==> config.mk <==
export PLATFORM = sky130hd
export DESIGN_NAME = mmio_peripheral_responder
export DESIGN_NICKNAME = d
export VERILOG_FILES = /design/src/rtl/mmio_pkg.sv /design/src/rtl/mmio_timer_core.sv /design/src/rtl/mmio_peripheral_responder.sv
export SDC_FILE = /design/constraint.sdc
export NUM_CORES = 1
export LEC_CHECK = 0
export CORE_ASPECT_RATIO = 0.75
export CORE_MARGIN = 5
export CORE_UTILIZATION = 55
export CTS_CLUSTER_SIZE = 30
export DETAILED_ROUTE_END_ITERATION = 10
export PLACE_DENSITY = 0.89
export RECOVER_POWER = 25
export SLEW_MARGIN = 10
export SYNTH_ARGS = -nofsm -noshare
export SYNTH_HDL_FRONTEND = slang
export SYNTH_SLANG_ARGS = --single-unit
==> constraint.sdc <==
create_clock -name clk -period 2.8 [get_ports clk]
set_clock_uncertainty 0.2 [all_clocks]
set_input_delay 0.42 -clock clk [delete_from_list [all_inputs] [get_ports clk]]
set_output_delay 0.42 -clock clk [all_outputs]
set_load 0.02 [all_outputs]
==> src/rtl/mmio_pkg.sv <==
// Shared constants and types for the MMIO peripheral responder.
package mmio_pkg;

   localparam int unsigned DATA_W  = 32;
   localparam int unsigned OFF_W   = 5;
   localparam int unsigned IDX_W   = 3;
   localparam int unsigned TCON_W  = 3;
   localparam int unsigned PC_W    = 16;
   localparam int unsigned LED_W   = 8;
   localparam int unsigned DIG_W   = 12;

   // Default start of the 32-byte register window.
   localparam logic [DATA_W-1:0] DEFAULT_BASE_ADDR = 32'h4000_0000;

   // Byte offsets of the registers inside the window.
   localparam logic [OFF_W-1:0] OFF_TH      = 5'h00;
   localparam logic [OFF_W-1:0] OFF_TL      = 5'h04;
   localparam logic [OFF_W-1:0] OFF_TCON    = 5'h08;
   localparam logic [OFF_W-1:0] OFF_LED     = 5'h0C;
   localparam logic [OFF_W-1:0] OFF_DIGITS  = 5'h10;
   localparam logic [OFF_W-1:0] OFF_SYSTICK = 5'h14;

   // Word indices (Address[4:2]) derived from the byte offsets.
   localparam logic [IDX_W-1:0] IDX_TH      = IDX_W'(OFF_TH      >> 2);
   localparam logic [IDX_W-1:0] IDX_TL      = IDX_W'(OFF_TL      >> 2);
   localparam logic [IDX_W-1:0] IDX_TCON    = IDX_W'(OFF_TCON    >> 2);
   localparam logic [IDX_W-1:0] IDX_LED     = IDX_W'(OFF_LED     >> 2);
   localparam logic [IDX_W-1:0] IDX_DIGITS  = IDX_W'(OFF_DIGITS  >> 2);
   localparam logic [IDX_W-1:0] IDX_SYSTICK = IDX_W'(OFF_SYSTICK >> 2);

   // TCON bit positions.
   localparam int unsigned TCON_EN = 0;
   localparam int unsigned TCON_IE = 1;
   localparam int unsigned TCON_IF = 2;

   // Timer operating mode, decoded from TCON enable.
   typedef enum logic {
      T_IDLE = 1'b0,
      T_RUN  = 1'b1
   } timer_state_e;

   // Decoded CPU write strobes and data towards the timer core.
   typedef struct packed {
      logic              th_we;
      logic              tl_we;
      logic              tcon_we;
      logic [DATA_W-1:0] wdata;
   } timer_wr_t;

endpackage

==> src/rtl/mmio_timer_core.sv <==
// Reloadable timer: prescaler, TL/TH update and overflow status flag.
module mmio_timer_core
   import mmio_pkg::*;
#(
   parameter int unsigned PRESCALE = 1
) (
   input  logic              clk,
   input  logic              rst_ni,
   input  timer_wr_t         wr_i,
   output logic [DATA_W-1:0] th_o,
   output logic [DATA_W-1:0] tl_o,
   output logic [TCON_W-1:0] tcon_o
);

   localparam logic [PC_W-1:0] PC_LAST = PC_W'(PRESCALE - 1);

   logic [PC_W-1:0]   pc_q;
   logic [DATA_W-1:0] th_q;
   logic [DATA_W-1:0] tl_q;
   logic [TCON_W-1:0] tcon_q;

   timer_state_e      state_c;
   logic              tick_c;
   logic              ovf_c;

   // Mode decode, prescaler tick and overflow detect
   always_comb begin
      state_c = tcon_q[TCON_EN] ? T_RUN : T_IDLE;
      tick_c  = (state_c == T_RUN) && (pc_q == PC_LAST);
      ovf_c   = tick_c && (tl_q == '1);
   end

   // Timer state: hardware count/reload first, CPU writes take priority
   always_ff @(posedge clk or negedge rst_ni) begin
      if (!rst_ni) begin
         pc_q   <= '0;
         th_q   <= '0;
         tl_q   <= '0;
         tcon_q <= '0;
      end else begin
         case (state_c)
            T_IDLE: begin
               // Prescaler is frozen, not cleared, while disabled.
               pc_q <= pc_q;
            end
            T_RUN: begin
               pc_q <= tick_c ? '0 : pc_q + PC_W'(1);
               if (tick_c) begin
                  if (ovf_c) begin
                     // Reload from the pre-write TH even if TH is written now.
                     tl_q <= th_q;
                     if (tcon_q[TCON_IE]) begin
                        tcon_q[TCON_IF] <= 1'b1;
                     end
                  end else begin
                     tl_q <= tl_q + DATA_W'(1);
                  end
               end
            end
         endcase

         if (wr_i.th_we) begin
            th_q <= wr_i.wdata;
         end
         if (wr_i.tl_we) begin
            tl_q <= wr_i.wdata;
         end
         if (wr_i.tcon_we) begin
            tcon_q <= wr_i.wdata[TCON_W-1:0];
         end
      end
   end

   assign th_o   = th_q;
   assign tl_o   = tl_q;
   assign tcon_o = tcon_q;

endmodule

==> src/rtl/mmio_peripheral_responder.sv <==
// Memory-mapped timer / systick / LED / seven-segment peripheral on the data bus.
module mmio_peripheral_responder
   import mmio_pkg::*;
#(
   parameter logic [31:0] BASE_ADDR = DEFAULT_BASE_ADDR,
   parameter int unsigned PRESCALE  = 1
) (
   input  logic        clk,
   input  logic        reset,
   input  logic        MemRead,
   input  logic        MemWrite,
   input  logic [31:0] Address,
   input  logic [31:0] Write_Data,
   output logic [31:0] Read_Data,
   output logic [7:0]  leds,
   output logic [11:0] digits,
   output logic        irq
);

   logic              hit_c;
   logic [IDX_W-1:0]  idx_c;
   logic              wr_c;
   timer_wr_t         timer_wr_c;

   logic [DATA_W-1:0] tmr_th;
   logic [DATA_W-1:0] tmr_tl;
   logic [TCON_W-1:0] tmr_tcon;

   logic [LED_W-1:0]  led_q, led_d;
   logic [DIG_W-1:0]  dig_q, dig_d;
   logic [DATA_W-1:0] systick_q, systick_d;

   logic              unused_addr_lsb;

   // Window hit and word index; byte lanes are ignored on this word-only bus
   always_comb begin
      hit_c = (Address[31:5] == BASE_ADDR[31:5]);
      idx_c = Address[4:2];
      wr_c  = MemWrite && hit_c;
   end

   // Per-register write strobes for the timer core
   always_comb begin
      timer_wr_c         = '0;
      timer_wr_c.wdata   = Write_Data;
      timer_wr_c.th_we   = wr_c && (idx_c == IDX_TH);
      timer_wr_c.tl_we   = wr_c && (idx_c == IDX_TL);
      timer_wr_c.tcon_we = wr_c && (idx_c == IDX_TCON);
   end

   mmio_timer_core #(
      .PRESCALE (PRESCALE)
   ) u_timer (
      .clk    (clk),
      .rst_ni (reset),
      .wr_i   (timer_wr_c),
      .th_o   (tmr_th),
      .tl_o   (tmr_tl),
      .tcon_o (tmr_tcon)
   );

   // Next state of LED, DIGITS and the free-running systick
   always_comb begin
      led_d     = led_q;
      dig_d     = dig_q;
      systick_d = systick_q + DATA_W'(1);
      if (wr_c && (idx_c == IDX_LED)) begin
         led_d = Write_Data[LED_W-1:0];
      end
      if (wr_c && (idx_c == IDX_DIGITS)) begin
         dig_d = Write_Data[DIG_W-1:0];
      end
   end

   // LED, DIGITS and systick registers
   always_ff @(posedge clk or negedge reset) begin
      if (!reset) begin
         led_q     <= '0;
         dig_q     <= '0;
         systick_q <= '0;
      end else begin
         led_q     <= led_d;
         dig_q     <= dig_d;
         systick_q <= systick_d;
      end
   end

   // Zero-latency read mux; shows pre-write values during a read+write cycle
   always_comb begin
      Read_Data = '0;
      if (MemRead && hit_c) begin
         case (idx_c)
            IDX_TH:      Read_Data = tmr_th;
            IDX_TL:      Read_Data = tmr_tl;
            IDX_TCON:    Read_Data = DATA_W'(tmr_tcon);
            IDX_LED:     Read_Data = DATA_W'(led_q);
            IDX_DIGITS:  Read_Data = DATA_W'(dig_q);
            IDX_SYSTICK: Read_Data = systick_q;
            default:     Read_Data = '0;
         endcase
      end
   end

   assign leds   = led_q;
   assign digits = dig_q;
   assign irq    = tmr_tcon[TCON_IE] & tmr_tcon[TCON_IF];

   assign unused_addr_lsb = ^Address[1:0];

endmodule

Yosys cells after proc, flatten, opt, wreduce, memory -nomap -nowiden
Cells that the tools add are included.
Widths: inputs -> output; s select.
{ "classes": {"mux": 14, "eq_ne": 7, "n_addsub": 3, "n_reduce_logical": 19, "n_bitwise": 1} }
{ "op_table": {"columns": ["operator", "n"], "rows": [
  ["$pmux 32 s6", 1],
  ["$mux 32", 5],
  ["$add 32x1->32 const B", 2],
  ["$eq 32x32->1 const B", 1],
  ["$mux 16", 2],
  ["$eq 27x26->1 const B", 1],
  ["$add 16x1->16 const B", 1],
  ["$logic_not 16->1", 1],
  ["$reduce_bool 2->1", 6],
  ["$logic_and 1x1->1", 9],
  ["$eq 3x2->1 const B", 2],
  ["$eq 3x3->1 const B", 2],
  ["$mux 1", 5],
  ["$reduce_and 4->1", 1],
  ["$eq 3x1->1 const B", 1],
  ["$logic_not 3->1", 1],
  ["$mux 3", 1],
  ["$reduce_and 2->1", 1],
  ["$and 1x1->1", 1]
]} }
{ "totals": {"word_cells": 52, "reg_bits": 135, "input_bits": 68} }

Logic depth before layout (Yosys ltp)
Gate-level depths: netlist of the first run.
{ "depth": {"word_depth": 7, "depth_mapped": 9, "depth_no_buf": 7} }

Modules after synthesis
From an unflattened synthesis of the first run, not the netlist that was laid out.
{ "unflattened": {"hier_cells": 778, "area_unflattened_um2": 7793.7} }
{ "modules_own_cells": {"columns": ["module", "cells_per_inst", "area_each_um2", "seq_area_each_um2", "instances"], "rows": [
  ["mmio_timer_core", 449, 4473.0, 2077.0, 1],
  ["mmio_peripheral_responder", 329, 3320.7, 1301.2, 1]
]} }

Worst setup path before layout of the first run
OpenSTA, ideal clock, no wires.
{ "synth_timing": {"kind": "input port to output port", "startpoint": "input Address[3]", "endpoint": "output Read_Data[0]", "n_path_buf": 1, "path_stages": 5, "arrival_time_ps": 1878, "slack_ps": 302, "cell_sequence": "clkbuf_1 clkinv_1 nor2_1 a221oi_1 a211oi_1"} }
{ "synth_between": {"elab_chain_cells": 3} }
{ "synth_rtl": {"columns": ["item", "line_no", "source"], "rows": [
  ["start, declared", "mmio_peripheral_responder.sv:12", "input logic [31:0] Address,"],
  ["$eq 3x3->1, or another cell as far along", "mmio_peripheral_responder.sv:92", "case (idx_c)"],
  ["$pmux 32 s6 *", "mmio_peripheral_responder.sv:92", null],
  ["$mux 32 *", "mmio_peripheral_responder.sv:91", "if (MemRead && hit_c) begin"],
  ["end, declared", "mmio_peripheral_responder.sv:14", "output logic [31:0] Read_Data,"]
]} }
Every way passes the cells marked *; elsewhere a longest branch is shown, timed or not.

Worst setup path after layout of the first run
{ "layout_timing": {"startpoint": "input Address[20]", "endpoint": "output Read_Data[7]"} }
{ "layout_between": {"elab_chain_cells": 3} }
{ "layout_rtl": {"columns": ["item", "line_no", "source"], "rows": [
  ["$eq 27x26->1", "mmio_peripheral_responder.sv:37", "hit_c = (Address[31:5] == BASE_ADDR[31:5]);"],
  ["$logic_and 1x1->1", "mmio_peripheral_responder.sv:91", null],
  ["$mux 32", "mmio_peripheral_responder.sv:91", null]
]} }
Every way passes these cells.

==> results.md, run 1 <==
| Stage | Quantity | Reported |
| --- | --- | --- |
| status | Result of the run | complete, but fails checks |
| status | Violated checks | max-capacitance violations, max-slew violations |
| critical path | Destination of the critical timing path | Read_Data[7] |
| global route | Number of global-route vias before repair | 7421 |
| timing | Count of final setup violators | 0 |
| floorplanning | Std cell rows | 38 |
| timing | Headroom to the max-slew limit | -14.2% |
| place | Worst Setup Slack post-DPL | -0.659 ns |
| final layout | Area of the multi-input gates | 4440 um^2 |
| synthesis | Syn_area_per_cell | 10.4 um^2 |
| detailed routing | DRC Markers | 0 |
| clock tree | Cell at the root of the clock tree | sky130_fd_sc_hd__clkbuf_16 |
| detailed routing | Via count of the routed design | 7394 |
| place | GP Congestion | 0.966 |
| synthesis | Count of flip-flops with a built-in enable after synthesis | 0 |
| power | Peak supply drop | 396 uV |
| place | Port Buffer Count | 118 |
| critical path | Launch point of the critical path | Address[20] |
| floorplanning | Initial Util | 55.7% |
| detailed routing | Via/cell ratio | 6.51 |
| final layout | Total number of nets in the final design | 995 |
| timing | Portion of the clock cycle consumed by the worst path in the final layout | 98.4% |
| global route | Initial antenna violation count | 2 |
| synthesis | Yosys cell types | 68 |
| critical path | Launch point of the worst reg-to-reg path | u_timer.tl_o[2]$_DFFE_PN0P_ |
| detailed routing | Remaining antenna violation count after routing | 0 |
| synthesis | Mapped cell area | 8000 um^2 |
| synthesis | Count of warnings emitted by yosys | 0 |
| critical path | Nature of the critical path endpoint | primary output |
| global route | Tot GR Track Use | 31.3% |
| critical path | Reg-to-Reg End | u_timer.tl_o[1]$_DFFE_PN0P_ |
| timing | Final total negative setup slack | 0 ns |
| critical path | Register-to-register setup slack | 0.10 ns |
| timing | Worst Setup Slack, final | 0.0437 ns |
| floorplanning | Placeable core region | 14400 um^2 |
| synthesis | Number of storage elements in the synthesis netlist | 135 |
| clock tree | Skew-Pair Late Insertion Delay | 0.43 ns |
| timing | Final Hold Vio Count | 0 |
| clock tree | H-tree depth | 4 |
| final layout | Antenna cell count | 0 |
| final layout | Share of layout cells above drive strength 1 | 20.5% |
| clock tree | Number of buffers added by the clock tree synthesis step | 17 |
| floorplanning | Chip height | 114 um |
| timing | Final Max Tran Viols | 67 |
| global route | First-pass GRT wire length | 41200 um |
| clock tree | Num Clock Sinks | 135 |
| critical path | Crit path arrival time | 2.14 ns |
| power | Power density cells | 429 nW/um^2 |
| power | Total internal power | 3.48 mW |
| timing | Worst slack on hold paths | 0.285 ns |
| floorplanning | Floorplan die area | 17100 um^2 |
| timing | Unrepaired setup endpoints after global routing | yes |
| power | Share of power burned in the clock network | 50.5% |
| clock tree | Clock tree buffer depth | 2 |
| power | Sw Pwr | 0.996 mW |
| final layout | FILL cells | 980 |
| place | Post-DP HPWL | 18400 um |
| final layout | Seq. cell area | 3380 um^2 |
| clock tree | Clock tree from TritonCTS | done |
| critical path | Category of the critical setup timing path | input port to primary output |
| synthesis | Proportion of register bits with asynchronous set or reset after synthesis | 100% |
| detailed routing | TritonRoute pass-1 iters | 6 |
| floorplanning | Top-level port count | 121 |
| critical path | Maximum fanout count along the critical path | 5 |
| synthesis | Main flop type after synthesis | sky130_fd_sc_hd__dfrtp_1 |
| power | Sequential cell fraction of total power | 43.6% |
| timing | Worst Max-Slew Pin Slew | 1.71 ns |
| detailed routing | Routed wirelength normalized by instance count | 23.3 um |
| global route | Global route total overflow | 0 |
| timing | Max Fclk | 0.363 GHz |
| timing | Final period demand of the worst path | 2.76 ns |
| detailed routing | Overall routed net length | 26400 um |
| synthesis | Sequential-to-total area share from yosys stat | 42.2% |
| critical path | Reg2reg path depth | 6 |
| detailed routing | Drt first-iter violations | 984 |
| critical path | Data required time of the critical path | 2.18 ns |
| final layout | Area growth, synth to finish | 30.3% |
| floorplanning | Die X | 149 um |
| critical path | Type of element launching the critical path | input port |
| hold path | Worst hold path type | flip-flop to flip-flop |
| power | Switching portion of total power | 22.2% |
| job | Count of max-cap constraint violations | 1 |
| global route | Largest net degree at the start of global routing | 68 |
| synthesis | Post-Syn Instances | 772 |
| power | Combinational share of power | 5.9% |
| synthesis | Net Count, Synth | 844 |
| power | Static leakage power | 4.73 nW |
| clock tree | Clock edge transition at the registers on the reported setup and hold paths | 0.06 ns |
-- registers in the layout, indices dropped and copies added (netlist names) --
name and flops:
u_timer.th_o 32, digits 12, systick_q 32, u_timer.tcon_o 3, u_timer.tl_o 32, u_timer.pc_q 16
leds 8
-- synthesized netlist by cell type, drive strengths merged (2+ instances only) --
cell     instances  area share (%)
a2111oi          3            0.41
a211oi           3            0.28
a21oi           24             1.5
a221oi           2            0.22
a22oi           22             2.1
a31oi            4            0.31
a32o             4            0.50
a41oi            2            0.22
and2            12            0.94
and3            10            0.78
and4            16             1.8
buf             23             2.0
clkbuf          19            0.89
dfrtp          135              42
ha               4            0.63
inv             18            0.84
mux2            73              10
mux2i           17             2.1
mux4            10             2.8
nand2           59             2.8
nand2b           7            0.55
nand3           44             3.0
nand4           32             3.2
nor2            60             2.8
nor2b            6            0.47
nor3            17             1.3
nor4            25             3.0
nor4b            2            0.30
o21a             2            0.19
o21ai           28             1.8
o22ai            2            0.16
o311a            2            0.25
o311ai           6            0.66
o31a             5            0.55
o31ai            9             1.0
or4              3            0.33
xnor2           34             3.7
xor2            17             1.9
-- worst max-delay path, stage by stage --
cell	delay [ns]
sky130_fd_sc_hd__clkdlybuf4s50_1	0.44
sky130_fd_sc_hd__nor4_4	0.33
sky130_fd_sc_hd__nand3_2	0.15
sky130_fd_sc_hd__nor2_4	0.19
sky130_fd_sc_hd__buf_6	0.13
sky130_fd_sc_hd__nand2_4	0.06
sky130_fd_sc_hd__buf_6	0.15
sky130_fd_sc_hd__a21oi_1	0.11
sky130_fd_sc_hd__buf_4	0.15
-- through the flow --
stage               cell area, um^2  total power [mW]  std cells  utilization (%)
CTS                           10300              4.48       1133             71.9
finish                        10400              4.48       1135             72.6
floorplan                      8000              2.05        772                -
global route                  10400              4.59       1135             72.6
detailed placement             9770              2.24       1099             68.0
global placement               9770              2.24       1099             68.0
-- final cells by class --
cell class | instances | area share (%)
well taps | 200 | 2.40
multi-input cells | 576 | 42.6
clock buffers | 24 | 4.72
inverters | 19 | 0.684
repair buffers | 174 | 16.3
flip-flops and latches | 135 | 32.4
clock inverters | 7 | 0.900
-- how the worst min path moves through the flow --
stage / slack, ns / cells past startpoint / start / end
2_1_floorplan: -0.08 / 0 / reset / digits[0]$_DFFE_PN0P_
3_3_place_gp: 0.25 / 1 / reset / systick_q[28]$_DFF_PN0_
3_5_place_dp: 0.26 / 1 / reset / systick_q[25]$_DFF_PN0_
4_1_cts: 0.28 / 1 / systick_q[31]$_DFF_PN0_ / systick_q[31]$_DFF_PN0_
5_1_grt: 0.30 / 1 / systick_q[31]$_DFF_PN0_ / systick_q[31]$_DFF_PN0_
6_report: 0.29 / 1 / systick_q[31]$_DFF_PN0_ / systick_q[31]$_DFF_PN0_
-- kinds of logic after synthesis --
group	count (synthesis)	share of synthesized area [%]
muxes	100	15.2
xor gates and xnor gates	51	5.58
AOI/OAI and AO/OA	124	10.8
buffers and inverters	61	3.80
and+or+nand+nor	297	21.7
DFF	135	42.2
adders and majority gates	4	0.625
-- power by group through the flow --
stage / logic, mW / clock network, mW / registers (mW)
6_report: 0.265 / 2.26 / 1.95
5_1_grt: 0.284 / 2.35 / 1.95
4_1_cts: 0.262 / 2.26 / 1.95
3_5_place_dp: 0.253 / 0 / 1.99
3_3_place_gp: 0.251 / 0 / 1.99
2_1_floorplan: 0.0581 / 0 / 1.99
-- routing by layer --
metal,vias up,routed length (um),global-route usage (%)
met5,-,22,0
met4,4,940,12.2
met3,92,2650,7.40
met2,481,12100,48.1
met1,3637,10700,43.5
li1,3180,-,-
-- cell usage in the layout (no fill, tap or decap), drive strengths merged, types with 5 or more instances in the layout --
cell type / Yosys / layout
dfrtp: 135 / 135
buf: 23 / 87
mux2: 73 / 73
clkdlybuf4s50: 0 / 69
nor2: 60 / 60
nand2: 59 / 59
nand3: 44 / 44
xnor2: 34 / 34
nand4: 32 / 32
o21ai: 28 / 28
clkbuf: 19 / 26
nor4: 25 / 25
a21oi: 24 / 24
a22oi: 22 / 22
inv: 18 / 18
xor2: 17 / 17
mux2i: 17 / 17
nor3: 17 / 17
and4: 16 / 16
dlymetal6s2s: 0 / 15
and2: 12 / 12
mux4: 10 / 10
and3: 10 / 10
o31ai: 9 / 9
nand2b: 7 / 7
o311ai: 6 / 6
nor2b: 6 / 6
o31a: 5 / 5
-- repair_timing --
item,in CTS,in global routing
hold buffers,1,0
gates resized for setup,153,33
setup buffers,2,2
endpoints found under the hold margin,64,0
pin swaps,5,8
setup endpoints to repair,32,32
(Power assumes the default switching activity.)
==> run 2, diff against run 1 <==
CORE_UTILIZATION = 40   (was 55)
PLACE_DENSITY = 0.7   (was 0.89)
==> results.md, run 2 (synthesis gave the netlist of run 1 again) <==
| Stage | Quantity | Reported |
| --- | --- | --- |
| place | GP Congestion | 0.913 |
| power | Share of power burned in the clock network | 53.6% |
| timing | Worst slack on hold paths | 0.267 ns |
| detailed routing | DRC Markers | 0 |
| timing | Worst Setup Slack, final | 0.0520 ns |
| clock tree | H-tree depth | 4 |
| power | Peak supply drop | 369 uV |
| critical path | Category of the critical setup timing path | input port to primary output |
| timing | Final period demand of the worst path | 2.75 ns |
| final layout | Area of the multi-input gates | 4440 um^2 |
| critical path | Top delay family on crit path | simple AND/OR/NAND/NOR gates |
| final layout | Antenna cell count | 0 |
| detailed routing | TritonRoute pass-1 iters | 6 |
| final layout | FILL cells | 1703 |
| floorplanning | Placeable core region | 19500 um^2 |
| clock tree | Number of buffers added by the clock tree synthesis step | 17 |
| detailed routing | Remaining antenna violation count after routing | 0 |
| power | Sequential cell fraction of total power | 40.9% |
| global route | Tot GR Track Use | 21.5% |
| final layout | Share of layout cells above drive strength 1 | 21.0% |
| detailed routing | Drt first-iter violations | 665 |
| critical path | Nature of the critical path endpoint | primary output |
| critical path | WP buf/inv | 3 |
| power | Combinational share of power | 5.5% |
| job | Count of max-cap constraint violations | 1 |
| detailed routing | Via/cell ratio | 5.96 |
| power | Switching portion of total power | 21.2% |
| final layout | Seq. cell area | 3380 um^2 |
| timing | Final Hold Vio Count | 0 |
| global route | Number of global-route vias before repair | 6947 |
| power | Overall power | 4.77 mW |
| hold path | Worst hold path type | flip-flop to flip-flop |
| critical path | Maximum fanout count along the critical path | 24 |
| critical path | Crit path arrival time | 2.13 ns |
| timing | Headroom to the max-slew limit | -14.2% |
| detailed routing | Routed wirelength normalized by instance count | 21.0 um |
| place | Port Buffer Count | 118 |
| place | Post-DP HPWL | 17900 um |
| clock tree | Skew-Pair Late Insertion Delay | 0.43 ns |
| floorplanning | Std cell rows | 44 |
| critical path | Stage delay of the slowest cell on the critical path | 0.45 ns |
| detailed routing | Overall routed net length | 24900 um |
| timing | Worst Max-Slew Pin Slew | 1.71 ns |
| clock tree | Clock tree buffer depth | 2 |
| critical path | Worst path most repeated cell | sky130_fd_sc_hd__nand3_2 |
| final layout | Most frequent standard cell in the layout excluding fill and tap cells | sky130_fd_sc_hd__dfrtp_1 |
| floorplanning | Initial Util | 41.1% |
| timing | Final Max Tran Viols | 67 |
| critical path | CP Cell Sequence | clkdlybuf4s50_1 > nor4_4 > nand3_2 > nor2_4 > nand3_2 > buf_12 > nor2b_1 > buf_4 |
| timing | Max Fclk | 0.364 GHz |
| timing | Unrepaired setup endpoints after global routing | yes |
| critical path | Data required time of the critical path | 2.18 ns |
| global route | Global route total overflow | 0 |
| timing | Count of final setup violators | 0 |
| timing | Portion of the clock cycle consumed by the worst path in the final layout | 98.1% |
| final layout | Commonest cells after routing, fill and taps aside | 135 x sky130_fd_sc_hd__dfrtp_1, 76 x sky130_fd_sc_hd__clkdlybuf4s50_1, 60 x sky130_fd_sc_hd__buf_4 |
| power | Sw Pwr | 1.01 mW |
| clock tree | Clock tree from TritonCTS | done |
| floorplanning | Floorplan die area | 23000 um^2 |
| critical path | Slowest-stage cell, CP | sky130_fd_sc_hd__clkdlybuf4s50_1 |
| timing | Final total negative setup slack | 0 ns |
| clock tree | Cell at the root of the clock tree | sky130_fd_sc_hd__clkbuf_16 |
| clock tree | Clock edge transition at the registers on the reported setup and hold paths | 0.06 ns |
| floorplanning | Die X | 173 um |
| place | Worst Setup Slack post-DPL | -0.630 ns |
| final layout | Area growth, synth to finish | 31.6% |
| global route | Initial antenna violation count | 0 |
| status | Result of the run | complete, but fails checks |
| final layout | Total number of nets in the final design | 989 |
| floorplanning | Top-level port count | 121 |
| critical path | Type of element launching the critical path | input port |
| global route | First-pass GRT wire length | 39500 um |
| detailed routing | Via count of the routed design | 7056 |
| power | Static leakage power | 4.66 nW |
| floorplanning | Chip height | 132 um |
| power | Power density cells | 453 nW/um^2 |
| clock tree | Num Clock Sinks | 135 |
| power | Total internal power | 3.76 mW |
| global route | Largest net degree at the start of global routing | 67 |
| status | Violated checks | max-capacitance violations, max-slew violations |
==> run 2: metal layers <==
metal	routed length (um)	GRT usage (%)	vias to the layer above
li1	-	-	3176
met1	11000	29.9	3516
met2	11200	32.9	318
met3	2030	5.76	46
met4	606	6.78	0
met5	0	0	-
==> run 2: area by class of cell <==
cell class,count,share of cell area [%]
repair buffers,168,15.7
clock inverters,11,1.82
well taps,253,3.01
inverters,19,0.677
clock buffers,21,4.56
multi-input cells,576,42.2
flip-flops and latches,135,32.1
==> run 2: worst paths after layout <==
check,startpoint,to,slack (ns),cells past startpoint
min in group asynchronous,reset,u_timer.pc_q[8]$_DFFE_PN0P_,0.76,2
max reg2reg,u_timer.pc_q[0]$_DFFE_PN0P_,u_timer.tl_o[8]$_DFFE_PN0P_,0.32,8
min,systick_q[31]$_DFF_PN0_,systick_q[31]$_DFF_PN0_,0.27,1
min reg2reg,systick_q[31]$_DFF_PN0_,systick_q[31]$_DFF_PN0_,0.27,1
max in group asynchronous,reset,digits[7]$_DFFE_PN0P_,0.43,3
max,Address[22],Read_Data[10],0.05,8
==> run 2: through the flow <==
| stage | cells | area [um^2] | util (%) |
|---|---|---|---|
| 2_1_floorplan | 772 | 8000 | - |
| 3_3_place_gp | 1148 | 9780 | 50.2 |
| 3_5_place_dp | 1148 | 9780 | 50.2 |
| 4_1_cts | 1182 | 10500 | 53.7 |
| 5_1_grt | 1183 | 10500 | 54.0 |
| 6_report | 1183 | 10500 | 54.0 |
==> run 2: repair_timing <==
item                                    CTS  global route
hold buffers                              1             0
gates resized for setup                 178            19
pin swaps                                 3             1
hold endpoints to repair                 64             0
buffers inserted                          1             1
endpoints found under the setup margin   32            32
==> run 2: power by group through the flow <==
stage	Combinational, mW	Clock, mW	Sequential (mW)
after floorplan	0.0581	0	1.99
after global routing	0.282	2.66	1.95
after global placement	0.258	0	1.99
after CTS	0.265	2.58	1.95
after detailed placement	0.259	0	1.99
final	0.262	2.55	1.95
==> run 3, diff against run 2 <==
==> constraint.sdc (replaced) <==
create_clock -name clk -period 2.8 [get_ports clk]
set_clock_uncertainty 0.2 [all_clocks]
set_input_delay 0.42 -clock clk [delete_from_list [all_inputs] [get_ports clk]]
set_output_delay 0.42 -clock clk [all_outputs]
set_load 0.1 [all_outputs]
==> results.md, run 3 (synthesis gave the netlist of run 1 again) <==
| Stage | Quantity | Reported |
| --- | --- | --- |
| critical path | Register-to-register setup slack | 0.18 ns |
| clock tree | Skew-Pair Late Insertion Delay | 0.42 ns |
| timing | Final Hold Vio Count | 0 |
| global route | Initial antenna violation count | 1 |
| floorplanning | Top-level port count | 121 |
| job | Count of max-cap constraint violations | 0 |
| final layout | Share of layout cells above drive strength 1 | 26.6% |
| floorplanning | Std cell rows | 44 |
| timing | Count of final setup violators | 0 |
| power | Static leakage power | 4.81 nW |
| detailed routing | Overall routed net length | 24700 um |
| clock tree | Clock edge transition at the registers on the reported setup and hold paths | 0.06 ns |
| floorplanning | Chip height | 132 um |
| place | Post-DP HPWL | 17700 um |
| timing | Portion of the clock cycle consumed by the worst path in the final layout | 98.4% |
| detailed routing | Drt first-iter violations | 629 |
| floorplanning | Placeable core region | 19500 um^2 |
| floorplanning | Initial Util | 41.1% |
| timing | Final total negative setup slack | 0 ns |
| critical path | Crit path arrival time | 2.14 ns |
| final layout | Area of the multi-input gates | 4640 um^2 |
| critical path | Category of the critical setup timing path | input port to primary output |
| detailed routing | Via/cell ratio | 5.93 |
| critical path | Type of element launching the critical path | input port |
| detailed routing | TritonRoute pass-1 iters | 7 |
| final layout | Area growth, synth to finish | 38.3% |
| timing | Final Max Tran Viols | 0 |
| final layout | Seq. cell area | 3380 um^2 |
| global route | First-pass GRT wire length | 38500 um |
| critical path | Data required time of the critical path | 2.18 ns |
| clock tree | Cell at the root of the clock tree | sky130_fd_sc_hd__clkbuf_16 |
| power | Power density cells | 416 nW/um^2 |
| timing | Headroom to the max-slew limit | 5.25% |
| hold path | Worst hold path type | flip-flop to flip-flop |
| clock tree | Number of buffers added by the clock tree synthesis step | 17 |
| global route | Global route total overflow | 0 |
| final layout | FILL cells | 1671 |
| place | GP Congestion | 0.916 |
| place | Port Buffer Count | 118 |
| clock tree | Clock tree buffer depth | 2 |
| global route | Met3 demand-to-capacity share in global routing | 5.85% |
| final layout | End-of-flow core utilization | 56.8% |
| global route | Largest net degree at the start of global routing | 54 |
| critical path | Nature of the critical path endpoint | primary output |
| global route | Number of global-route vias before repair | 6879 |
| clock tree | Clock tree from TritonCTS | done |
| timing | Final period demand of the worst path | 2.76 ns |
| timing | Max Fclk | 0.363 GHz |
| detailed routing | Via count of the routed design | 7085 |
| clock tree | H-tree depth | 4 |
| global route | Layer with the highest usage after global routing | met1 |
| floorplanning | Die X | 173 um |
| global route | Met1 Usage GRT | 31.0% |
| critical path | Maximum fanout count along the critical path | 8 |
| final layout | Total number of nets in the final design | 1000 |
| power | Peak supply drop | 339 uV |
| global route | Tot GR Track Use | 21.0% |
| timing | Worst Max-Slew Pin Slew | 1.42 ns |
| final layout | Most frequent standard cell in the layout excluding fill and tap cells | sky130_fd_sc_hd__dfrtp_1 |
| final layout | Antenna cell count | 0 |
| status | Result of the run | complete, no violations |
| detailed routing | DRC Markers | 0 |
| detailed routing | Routed wirelength normalized by instance count | 20.7 um |
| clock tree | Num Clock Sinks | 135 |
| floorplanning | Floorplan die area | 23000 um^2 |
| global route | Met2 usage | 30.4% |
| final layout | Commonest cells after routing, fill and taps aside | 135 x sky130_fd_sc_hd__dfrtp_1, 67 x sky130_fd_sc_hd__buf_4, 57 x sky130_fd_sc_hd__nand2_1 |
| detailed routing | Remaining antenna violation count after routing | 0 |
-- run 3: changes by cell type in the layout (fill, tap and decap cells not counted), sizes merged --
cell and delta:
clkinvlp +3, buf +32, bufinv -1, inv -2, clkbuf +3, dlygate4sd2 +11
clkdlybuf4s50 -40, dlymetal6s2s -3, clkinv +1, clkdlybuf4s15 +7
-- run 3: final timing paths --
check / start / to / depth (start not counted)
setup / recovery: Address[6] / Read_Data[9] / 8
hold / removal: systick_q[31]$_DFF_PN0_ / systick_q[31]$_DFF_PN0_ / 1
setup reg to reg: u_timer.pc_q[0]$_DFFE_PN0P_ / u_timer.tl_o[17]$_DFFE_PN0P_ / 7
hold reg to reg: systick_q[31]$_DFF_PN0_ / systick_q[31]$_DFF_PN0_ / 1
max in group asynchronous: reset / u_timer.th_o[13]$_DFFE_PN0P_ / 3
min in group asynchronous: reset / u_timer.tl_o[19]$_DFFE_PN0P_ / 2
-- run 3: per-stage QoR --
stage	std cells	total power [mW]	setup WS, ns	cell area [um^2]	hold WS [ns]
after floorplan	772	2.05	-0.0903	8240	-0.0756
after global placement	1145	2.24	-0.158	10200	0.211
after detailed placement	1145	2.24	-0.189	10200	0.211
after CTS	1188	4.63	0.00981	10900	0.289
after global routing	1194	4.74	-0.0357	11100	0.315
final	1194	4.61	0.0437	11100	0.287
-- run 3: cell type report --
| type | instances | share of cell area (%) |
|---|---|---|
| Multi-Input combinational cell | 576 | 41.9 |
| Sequential cell | 135 | 30.5 |
| Timing Repair Buffer | 179 | 18.4 |
| Clock buffer | 20 | 4.13 |
| Tap cell | 253 | 2.86 |
| Clock inverter | 12 | 1.58 |
| Inverter | 19 | 0.656 |
-- run 3: power breakdown --
| group | internal (mW) | switching (mW) |
|---|---|---|
| Combinational | 0.110 | 0.138 |
| Clock | 1.53 | 0.872 |
| Sequential | 1.95 | 0.0000485 |
| Total | 3.60 | 1.01 |
-- run 3: layer usage --
metal | vias up | wire length [um]
li1 | 3205 | -
met1 | 3536 | 11500
met2 | 309 | 10700
met3 | 33 | 2090
met4 | 2 | 393
met5 | - | 11
-- run 3: what timing repair did --
item	in CTS	in global routing
pin swaps	10	14
gates resized for setup	34	24
endpoints found under the hold margin	50	0
endpoints found under the setup margin	32	39
gates cloned	1	2
buffers inserted	9	5
hold buffers	1	0
-- run 3: worst max-delay path: stages --
cell,delay (ns)
sky130_fd_sc_hd__clkdlybuf4s15_1,0.18
sky130_fd_sc_hd__nor4_2,0.34
sky130_fd_sc_hd__nand4_2,0.20
sky130_fd_sc_hd__nor2_4,0.25
sky130_fd_sc_hd__nand3_4,0.20
sky130_fd_sc_hd__buf_12,0.22
sky130_fd_sc_hd__nor2b_4,0.14
sky130_fd_sc_hd__buf_12,0.18
